[src/rtl/ssd_bcd_driver.sv]
// Four-digit seven-segment driver: converts a 13-bit binary value to BCD
// with a sequential double-dabble engine, then multiplexes the digits onto an active-low display.
module ssd_bcd_driver #(
    parameter int unsigned REFRESH_BITS = 18
) (
    input  logic        clk,
    input  logic        rst,
    input  logic [12:0] value,
    input  logic        blank_lz,
    output logic [3:0]  anode,
    output logic [6:0]  seg,
    output logic        dp,
    output logic        busy
);

    typedef enum logic [1:0] {IDLE, SHIFT, DONE} state_t;

    localparam logic [REFRESH_BITS-1:0] CNT_ONE = 1;

    state_t                  state, stateNext;
    logic [12:0]             held, heldNext;
    logic [12:0]             capVal, capNext;
    logic [15:0]             disp, dispNext;
    logic [15:0]             bcd, bcdNext, adj;
    logic [12:0]             bin, binNext;
    logic [3:0]              step, stepNext;
    logic [REFRESH_BITS-1:0] refreshCnt;
    logic [1:0]              digitIdx;
    logic [3:0]              curDigit;
    logic                    blankDigit;
    logic [3:0]              anodeNext;
    logic [6:0]              segNext;

    function automatic logic [6:0] decode(input logic [3:0] n);
        case (n)
            4'd0:    decode = 7'b1000000;
            4'd1:    decode = 7'b1111001;
            4'd2:    decode = 7'b0100100;
            4'd3:    decode = 7'b0110000;
            4'd4:    decode = 7'b0011001;
            4'd5:    decode = 7'b0010010;
            4'd6:    decode = 7'b0000010;
            4'd7:    decode = 7'b1111000;
            4'd8:    decode = 7'b0000000;
            4'd9:    decode = 7'b0010000;
            default: decode = 7'b1111111;
        endcase
    endfunction

    always_comb begin
        stateNext = state;
        heldNext  = held;
        capNext   = capVal;
        dispNext  = disp;
        bcdNext   = bcd;
        binNext   = bin;
        stepNext  = step;
        adj       = bcd;
        case (state)
            IDLE: begin
                if (value != held) begin
                    binNext   = value;
                    capNext   = value;
                    bcdNext   = '0;
                    stepNext  = '0;
                    stateNext = SHIFT;
                end
            end
            SHIFT: begin
                for (int unsigned i = 0; i < 4; i++) begin
                    if (bcd[4*i +: 4] >= 4'd5) adj[4*i +: 4] = bcd[4*i +: 4] + 4'd3;
                end
                {bcdNext, binNext} = {adj[14:0], bin, 1'b0};
                stepNext = step + 4'd1;
                if (step == 4'd12) stateNext = DONE;
            end
            DONE: begin
                dispNext  = bcd;
                heldNext  = capVal;
                stateNext = IDLE;
            end
            default: stateNext = IDLE;
        endcase
    end

    // Leading-zero blanking cascades downward from the thousands digit; ones always shows.
    assign digitIdx = refreshCnt[REFRESH_BITS-1 -: 2];

    always_comb begin
        curDigit   = disp[3:0];
        blankDigit = 1'b0;
        case (digitIdx)
            2'd0: curDigit = disp[3:0];
            2'd1: begin
                curDigit   = disp[7:4];
                blankDigit = blank_lz && (disp[15:4] == 12'd0);
            end
            2'd2: begin
                curDigit   = disp[11:8];
                blankDigit = blank_lz && (disp[15:8] == 8'd0);
            end
            default: begin
                curDigit   = disp[15:12];
                blankDigit = blank_lz && (disp[15:12] == 4'd0);
            end
        endcase
        anodeNext = ~(4'b0001 << digitIdx);
        segNext   = blankDigit ? '1 : decode(curDigit);
    end

    always_ff @(posedge clk or negedge rst) begin
        if (!rst) begin
            state      <= IDLE;
            held       <= '0;
            capVal     <= '0;
            disp       <= '0;
            bcd        <= '0;
            bin        <= '0;
            step       <= '0;
            busy       <= 1'b0;
            refreshCnt <= '0;
            anode      <= '1;
            seg        <= '1;
        end else begin
            state      <= stateNext;
            held       <= heldNext;
            capVal     <= capNext;
            disp       <= dispNext;
            bcd        <= bcdNext;
            bin        <= binNext;
            step       <= stepNext;
            busy       <= (stateNext != IDLE);
            refreshCnt <= refreshCnt + CNT_ONE;
            anode      <= anodeNext;
            seg        <= segNext;
        end
    end

    assign dp = 1'b1;

endmodule

[config.mk]
export PLATFORM = sky130hd
export DESIGN_NAME = ssd_bcd_driver
export DESIGN_NICKNAME = d
export VERILOG_FILES = /design/src/rtl/ssd_bcd_driver.sv
export SDC_FILE = /design/constraint.sdc
export NUM_CORES = 1
export LEC_CHECK = 0
export BUFFER_PORTS_ARGS = -buffer_cell sky130_fd_sc_hd__buf_4
export CAP_MARGIN = 20
export CORE_MARGIN = 5
export CORE_UTILIZATION = 40
export DETAILED_ROUTE_END_ITERATION = 8
export PLACE_DENSITY_LB_ADDON = 0.15
export SETUP_SLACK_MARGIN = 0.3
export SLEW_MARGIN = 40
export SYNTH_ARGS = -nofsm -noshare
export SYNTH_HDL_FRONTEND = slang
export SYNTH_SLANG_ARGS = --single-unit
[constraint.sdc]
create_clock -name clk -period 2.7 [get_ports clk]
set_input_delay 0.27 -clock clk [delete_from_list [all_inputs] [get_ports clk]]
set_output_delay 0.27 -clock clk [all_outputs]
set_load 0.02 [all_outputs]
==> summary.md, run 1 <==
| Metric | Value |
|---|---|
| Outcome | `finished, final reports clean` |
| FF/Latch Area | `2690 sq um` |
| Hold Crit Start | `value[2]` |
| Pins Over Slew Limit | `0` |
| First-pass GRT wire length | `17,000 um` |
| Peak Freq | `0.458 GHz` |
| Ys Warns | `0` |
| Hold depth | `2` |
| Syn Nets | `474` |
| Setup-failing EPs final | `0` |
| DIE WIDTH | `123 um` |
| Synth top cells by count | `dfrtp_1 (96), nand2_1 (40), mux2_2 (35), o21ai_0 (30), xnor2_1 (29)` |
| Detailed-route wire length | `9820 um` |
| Hold path endpoint | `bin[2]$_DFFE_PN0P_` |
| Clock Pin Slew Worst Setup and Hold Paths | `0.07 ns` |
| Post-route cell area | `5820 sq um` |
| DRC errors left | `0` |
| Pre-antenna DRT Iters | `6` |
| Dominant cell type by area after synthesis | `dfrtp_1` |
| Pwr dens | `999 nW/um^2` |
| Setup_tns | `0 ns` |
| Initial antenna violation count | `0` |
| R2r setup slk | `0.52 ns` |
| P_leak | `0.00266 uW` |
| CP Max Fanout | `6` |
| Yosys top cell area share | `47.3%` |
| IO Pins | `29` |
| Site Rows | `41` |
| Synthesized area | `5080 sq um` |
| Remaining Overflow, GRT | `0` |
| Layout cell share with drive strength beyond 1 | `23.8%` |
| #FFs+latches synth | `107` |
| Final GP Congestion | `0.765` |
| Vias in the first global route | `3,436` |
| R2r endpoint | `seg[5]$_DFF_PN1_` |
| Fin crit period | `2.18 ns` |
| Die H | `123 um` |
| Post-DP HPWL | `6880 um` |
| Critical path class | `flop to flop` |
| CTS Buf Count | `9` |
| Multi-input gate area | `2190 sq um` |
| Final Total Pwr | `5810 uW` |
| Worst Path Arrival | `2.44 ns` |
| Core area | `12,500 sq um` |
| Avg Synthesized Cell Area | `11.6 sq um` |
| Worst relative slew slack | `48.3%` |
| Max Cap Viol | `0` |
| Reg2Reg Depth | `8` |
| Final Hold Fails | `0` |
| Worst-Margin Slew | `0.755 ns` |
| Die ar. | `15,100 sq um` |
| # diodes | `0` |
| Fillers | `1,215` |
| Worst Setup End Kind | `flop` |
| Ranking of synthesized cells by area | `dfrtp_1 (47%), mux2_2 (7.8%), dfstp_2 (5.7%)` |
| Vias post-DR | `3,327` |
| Ys flop type | `dfrtp_1` |
| Initial DRC Count | `162` |
| Number of distinct library cells after synthesis | `43` |
| Clk_skew | `0.00876 ns` |
| CTS H-Tree Depth | `3` |
| PortBufs | `27` |
| Hold crit path type | `input pin to flop` |
| Skew-Pair Late Insertion Delay | `0.35 ns` |
| Critical Path RT | `2.96 ns` |
| Mapped Cells | `439` |
| Drt wl/cell | `15.1 um` |
| Number of vias per cell | `5.12` |
| Nets@finish | `508` |
| Min Hold Slack | `0.159 ns` |
| Ys async rst share | `100%` |
| CP startpoint kind | `flop` |
| Final period utilization | `80.9%` |
| Sink Count | `107` |
| RSZ-0062 raised after global routing | `false` |
| Clock Tree Root | `clkbuf_16` |
| Post-DRT Antenna Nets | `0` |
| Max VDD drop | `0.531 mV` |
| Total GRT Usage | `14.4%` |
| Dpl cell area | `5510 sq um` |
| R2r startpoint | `refreshCnt[16]$_DFF_PN0_` |
| Seq/Total Area, Yosys | `53.0%` |
| Area Growth Syn to Fin | `14.5%` |
| Number of synthesized flops with an enable pin | `0` |
| Cell with the most instances after synthesis | `dfrtp_1` |
| TritonCTS clock tree | `yes` |
| Final core area utilization | `46.5%` |
| Largest net degree at the start of global routing | `63` |
| Clk buf depth | `2` |
| Initial Util | `40.6%` |
metal layers:
layer  vias up  GRT usage, %  share of wire (%)
met5         -             0                  0
met4         0          3.57               0.93
met3         6          4.38                3.5
li1       1622             -                  -
met1      1654          18.3                 45
met2        45          24.1                 50
layout make-up:
class / instances / share of cell area [%]
clock buffer: 11 / 4.35
clock inverter: 5 / 0.624
inverter: 26 / 1.68
multi-input combinational: 288 / 37.6
sequential: 107 / 46.3
tap: 172 / 3.70
timing repair buffer: 41 / 5.74
how the worst max path moves through the flow:
stage / slack [ns] / cells past startpoint / start / to
global placement: 0.45 / 6 / value[8] / capVal[5]$_DFFE_PN0P_
finish: 0.52 / 8 / refreshCnt[16]$_DFF_PN0_ / seg[5]$_DFF_PN1_
detailed placement: 0.54 / 8 / refreshCnt[16]$_DFF_PN0_ / seg[5]$_DFF_PN1_
CTS: 0.51 / 8 / refreshCnt[16]$_DFF_PN0_ / seg[5]$_DFF_PN1_
global route: 0.35 / 7 / refreshCnt[16]$_DFF_PN0_ / seg[4]$_DFF_PN1_
floorplan: 0.80 / 8 / refreshCnt[16]$_DFF_PN0_ / seg[5]$_DFF_PN1_
what timing repair did:
item,4_1_cts,5_1_grt
hold buffers,0,1
resized for setup,0,0
setup buffers,0,0
hold endpoints to repair,0,50
logic make-up after synthesis:
| logic type | after synthesis | synth area share (%) |
|---|---|---|
| AOI/OAI and AO/OA | 87 | 12.6 |
| xor gates and xnor gates | 37 | 6.38 |
| adders and majority gates | 19 | 4.68 |
| buffers and inverters | 44 | 3.89 |
| DFF | 107 | 53.0 |
| muxes | 39 | 8.65 |
| other | 1 | 0.0738 |
| and+or+nand+nor | 105 | 10.7 |
flip-flops by register name (all words and copies together), names as in the netlist:
| name | cells |
|---|---|
| anode | 4 |
| bcd | 16 |
| bin | 13 |
| busy | 1 |
| capVal | 13 |
| disp | 16 |
| held | 13 |
| refreshCnt | 18 |
| seg | 7 |
| state | 2 |
| step | 4 |
placed cells by master (no fill, tap or decap), types with 4 or more instances in the layout:
cell,n
mux2_2,35
clkbuf_16,9
and3_1,4
dfrtp_1,96
nand2_1,40
nand4_1,5
nor2_1,15
xor2_1,8
buf_4,36
nand3_1,12
inv_1,25
xnor2_1,29
a21oi_1,8
o21ai_0,30
a22o_1,23
ha_1,19
and4_1,11
a211o_1,9
nand2b_1,5
a222oi_1,4
dfstp_2,11
where the power goes:
part           leakage (uW)  total [uW]  switching [uW]  internal [uW]
sequential          0.00132        2630             425           2200
clock              0.000146        1250             570            679
combinational       0.00120        1930             947            986
total               0.00266        5810            1940           3870
critical path: stages, from the launching register on:
cell	delay [ns]
dfrtp_1	0.46
inv_1	0.10
ha_1	0.29
a222oi_1	0.35
mux2_2	0.29
inv_1	0.07
ha_1	0.19
nor3_1	0.23
o21ai_0	0.13
through the flow:
stage	cells	setup slack [ns]
global placement	631	0.447
finish	650	0.517
global route	650	0.346
floorplan	439	0.799
detailed placement	633	0.537
CTS	649	0.515
No activity file was read; power rests on OpenSTA's default activity.
==> run 2, diff against run 1 <==
Settings changed: ABC_AREA set to 1.
Clock period 2.7 ns to 2.05 ns, I/O delays scaled along.
==> summary.md, run 2 <==
| Metric | Value |
|---|---|
| CP endpoint | `seg[3]$_DFF_PN1_` |
| Synthesized area | `5270 sq um (+3.7%)` |
| DRC errors left | `0 (unchanged)` |
| Reg2Reg Depth | `10 (+2)` |
| Core area | `13,100 sq um (+4.5%)` |
| PortBufs | `27 (unchanged)` |
| Pins Over Slew Limit | `0 (unchanged)` |
| Syn Nets | `660 (+39%)` |
| Detailed-route wire length | `10,500 um (+7.2%)` |
| CP Max Fanout | `7 (+1)` |
| Most frequent cells in the layout | `nand2_1 (185), dfrtp_1 (94), inv_1 (58)` |
| DIE WIDTH | `125 um (+1.7%)` |
| Clock Pin Slew Worst Setup and Hold Paths | `0.07 ns (about the same)` |
| R2r startpoint | `refreshCnt[17]$_DFF_PN0_` |
| Die H | `125 um (+1.7%)` |
| Peak Freq | `0.585 GHz (+28%)` |
| Setup-failing EPs final | `0 (unchanged)` |
| Max Cap Viol | `0 (unchanged)` |
| First-pass GRT wire length | `18,100 um (+6.4%)` |
| Number of synthesized flops with an enable pin | `0 (unchanged)` |
| Vias post-DR | `3,998 (+20%)` |
| Most common cell after layout, fill and taps aside | `nand2_1` |
| Hold crit path type | `input pin to flop` |
| Yosys top cell area share | `45.6% (-1.7 points)` |
| RSZ-0062 raised after global routing | `true` |
| Initial antenna violation count | `0 (unchanged)` |
| #FFs+latches synth | `107 (unchanged)` |
| Fin crit period | `1.71 ns (-0.474 ns)` |
| Post-route cell area | `6110 sq um (+5.0%)` |
| Number of vias per cell | `4.78 (-6.7%)` |
| Clk buf depth | `2 (unchanged)` |
| Avg Synthesized Cell Area | `8.43 sq um (-27%)` |
| Worst Setup End Kind | `flop` |
| Nets@finish | `692 (+36%)` |
| Ys flop type | `dfrtp_1` |
| Final GP Congestion | `0.823 (+7.6%)` |
| Final Hold Fails | `0 (unchanged)` |
| Vias in the first global route | `3,993 (+16%)` |
| Sink Count | `107 (unchanged)` |
| Area Growth Syn to Fin | `16.0%` |
| Outcome | `finished, final reports clean` |
| Critical path class | `flop to flop` |
| Layout cell share with drive strength beyond 1 | `16.6% (-7.2 points)` |
| Cell with the most instances after synthesis | `nand2_1` |
| # diodes | `0 (unchanged)` |
| Max VDD drop | `0.742 mV (+40%)` |
| Reg with most FFs | `refreshCnt` |
| Clock Tree Root | `clkbuf_16` |
| Setup_tns | `0 ns (unchanged)` |
| Dpl cell area | `5690 sq um (+3.2%)` |
| R2r setup slk | `0.34 ns (-0.18 ns)` |
| Remaining Overflow, GRT | `0 (unchanged)` |
| Initial DRC Count | `242 (+49%)` |
| Initial Util | `40.2% (-0.33 points)` |
| Largest net degree at the start of global routing | `42 (-33%)` |
| Number of distinct library cells after synthesis | `35 (-19%)` |
| Pwr dens | `1250 nW/um^2 (+25%)` |
| TritonCTS clock tree | `yes` |
| Dominant cell type by area after synthesis | `dfrtp_1` |
| R2r endpoint | `seg[3]$_DFF_PN1_` |
| CTS H-Tree Depth | `3 (unchanged)` |
| Ys Warns | `0 (unchanged)` |
| Max FFs per register | `18 (unchanged)` |
| Critical Path RT | `2.34 ns (-0.62 ns)` |
| IO Pins | `29 (unchanged)` |
| Total GRT Usage | `13.9% (-0.54 points)` |
| Post-DRT Antenna Nets | `0 (unchanged)` |
| Post-DP HPWL | `7350 um (+6.9%)` |
| Synth top cells by count | `nand2_1 (187), dfrtp_1 (96), inv_1 (62), o21ai_0 (58), nand3_1 (40)` |
| Final period utilization | `83.4% (+2.5 points)` |
| Skew-Pair Late Insertion Delay | `0.35 ns (about the same)` |
| Worst Path Arrival | `2.00 ns (-0.44 ns)` |
| CP Launch Point | `refreshCnt[17]$_DFF_PN0_` |
| P_leak | `0.00307 uW (+15%)` |
| Clk_skew | `0.00780 ns (-0.000951 ns)` |
| Ranking of synthesized cells by area | `dfrtp_1 (46%), nand2_1 (13%), o21ai_0 (5.5%)` |
| CTS Buf Count | `9 (unchanged)` |
| Ys async rst share | `100% (unchanged)` |
| CP startpoint kind | `flop` |
| Seq/Total Area, Yosys | `51.1% (-1.9 points)` |
| Pre-antenna DRT Iters | `6 (unchanged)` |
| Mapped Cells | `625 (+42%)` |
| Site Rows | `42 (+2.4%)` |
| Drt wl/cell | `12.6 um (-17%)` |
| Largest regs | `refreshCnt (18), bcd (16), disp (16)` |
| Die ar. | `15,600 sq um (+3.4%)` |
## run 2: cell count changes after synthesis, moves of 7 or more
| cell | change |
|---|---|
| xnor2_1 | -23 |
| nand3_2 | +10 |
| nor2_1 | +19 |
| mux2_2 | -31 |
| inv_1 | +37 |
| a211o_1 | -9 |
| a22o_1 | -23 |
| o21ai_0 | +28 |
| nand3_1 | +28 |
| nand2_1 | +147 |
| and4_1 | -11 |
| xor2_1 | +7 |
| a21oi_1 | +15 |
## run 2: cell type report
type / instances / area, sq um
flip-flops and latches: 107 / 2690
inverters: 67 / 254
well taps: 176 / 220
fillers: 1281 / 6980
clock inverters: 4 / 51.3
repair buffers: 42 / 354
multi-input cells: 430 / 2290
clock buffers: 11 / 243
## run 2: critical path: stages, from the launching register on
cell     delay (ns)
dfrtp_2        0.45
ha_2           0.22
inv_2          0.07
buf_4          0.14
o22ai_4        0.18
inv_2          0.10
ha_4           0.28
nand2_1        0.04
nand2_1        0.06
nand2_1        0.04
nand2_1        0.06
## run 2: worst min-delay path by stage
stage	start	end	slack (ns)	cells past startpoint
finish	value[11]	capVal[11]$_DFFE_PN0P_	0.17	3
global route	value[0]	capVal[0]$_DFFE_PN0P_	0.18	3
CTS	value[10]	capVal[10]$_DFFE_PN0P_	0.16	3
detailed placement	rst	disp[15]$_DFFE_PN0N_	0.14	1
global placement	rst	disp[15]$_DFFE_PN0N_	0.14	1
floorplan	rst	bcd[0]$_DFFE_PN0P_	-0.09	0
## run 2: repair_timing
item,4_1_cts,5_1_grt
resized for setup,8,18
setup endpoints to repair,7,22
setup buffers,1,2
hold endpoints to repair,19,0
cloned,0,0
pin swaps,1,6
hold buffers,1,0
## run 2: kinds of logic after synthesis
family	after synthesis	share of synthesized area [%]
xor gates and xnor gates	21	3.49
muxes	4	0.855
and+or+nand+nor	297	24.6
adders and majority gates	19	4.51
buffers and inverters	88	6.87
DFF	107	51.1
AOI/OAI and AO/OA	88	8.51
other	1	0.0712
## run 2: metal layers
| layer | up-vias | routed length (um) | GRT usage (%) |
|---|---|---|---|
| met4 | 0 | 125 | 4.13 |
| met5 | - | 0 | 0 |
| li1 | 2045 | - | - |
| met3 | 10 | 340 | 4.37 |
| met2 | 45 | 5270 | 24.5 |
| met1 | 1898 | 4790 | 16.2 |
## run 2: through the flow
stage | hold WS (ns) | power [uW] | std cells | utilization (%) | setup WS (ns)
3_3_place_gp | 0.140 | 5850 | 818 | 43.5 | 0.225
3_5_place_dp | 0.143 | 5940 | 818 | 43.5 | 0.145
6_report | 0.169 | 7640 | 837 | 46.7 | 0.341
4_1_cts | 0.161 | 7720 | 835 | 46.0 | 0.284
5_1_grt | 0.179 | 8350 | 837 | 46.7 | 0.253
2_1_floorplan | -0.0906 | 5240 | 625 | - | 0.315
## run 2: report_power, final
part / internal [uW] / switching, uW / total, uW
Sequential: 2780 / 453 / 3240
Combinational: 1000 / 1690 / 2690
Clock: 974 / 745 / 1720
Total: 4760 / 2890 / 7640
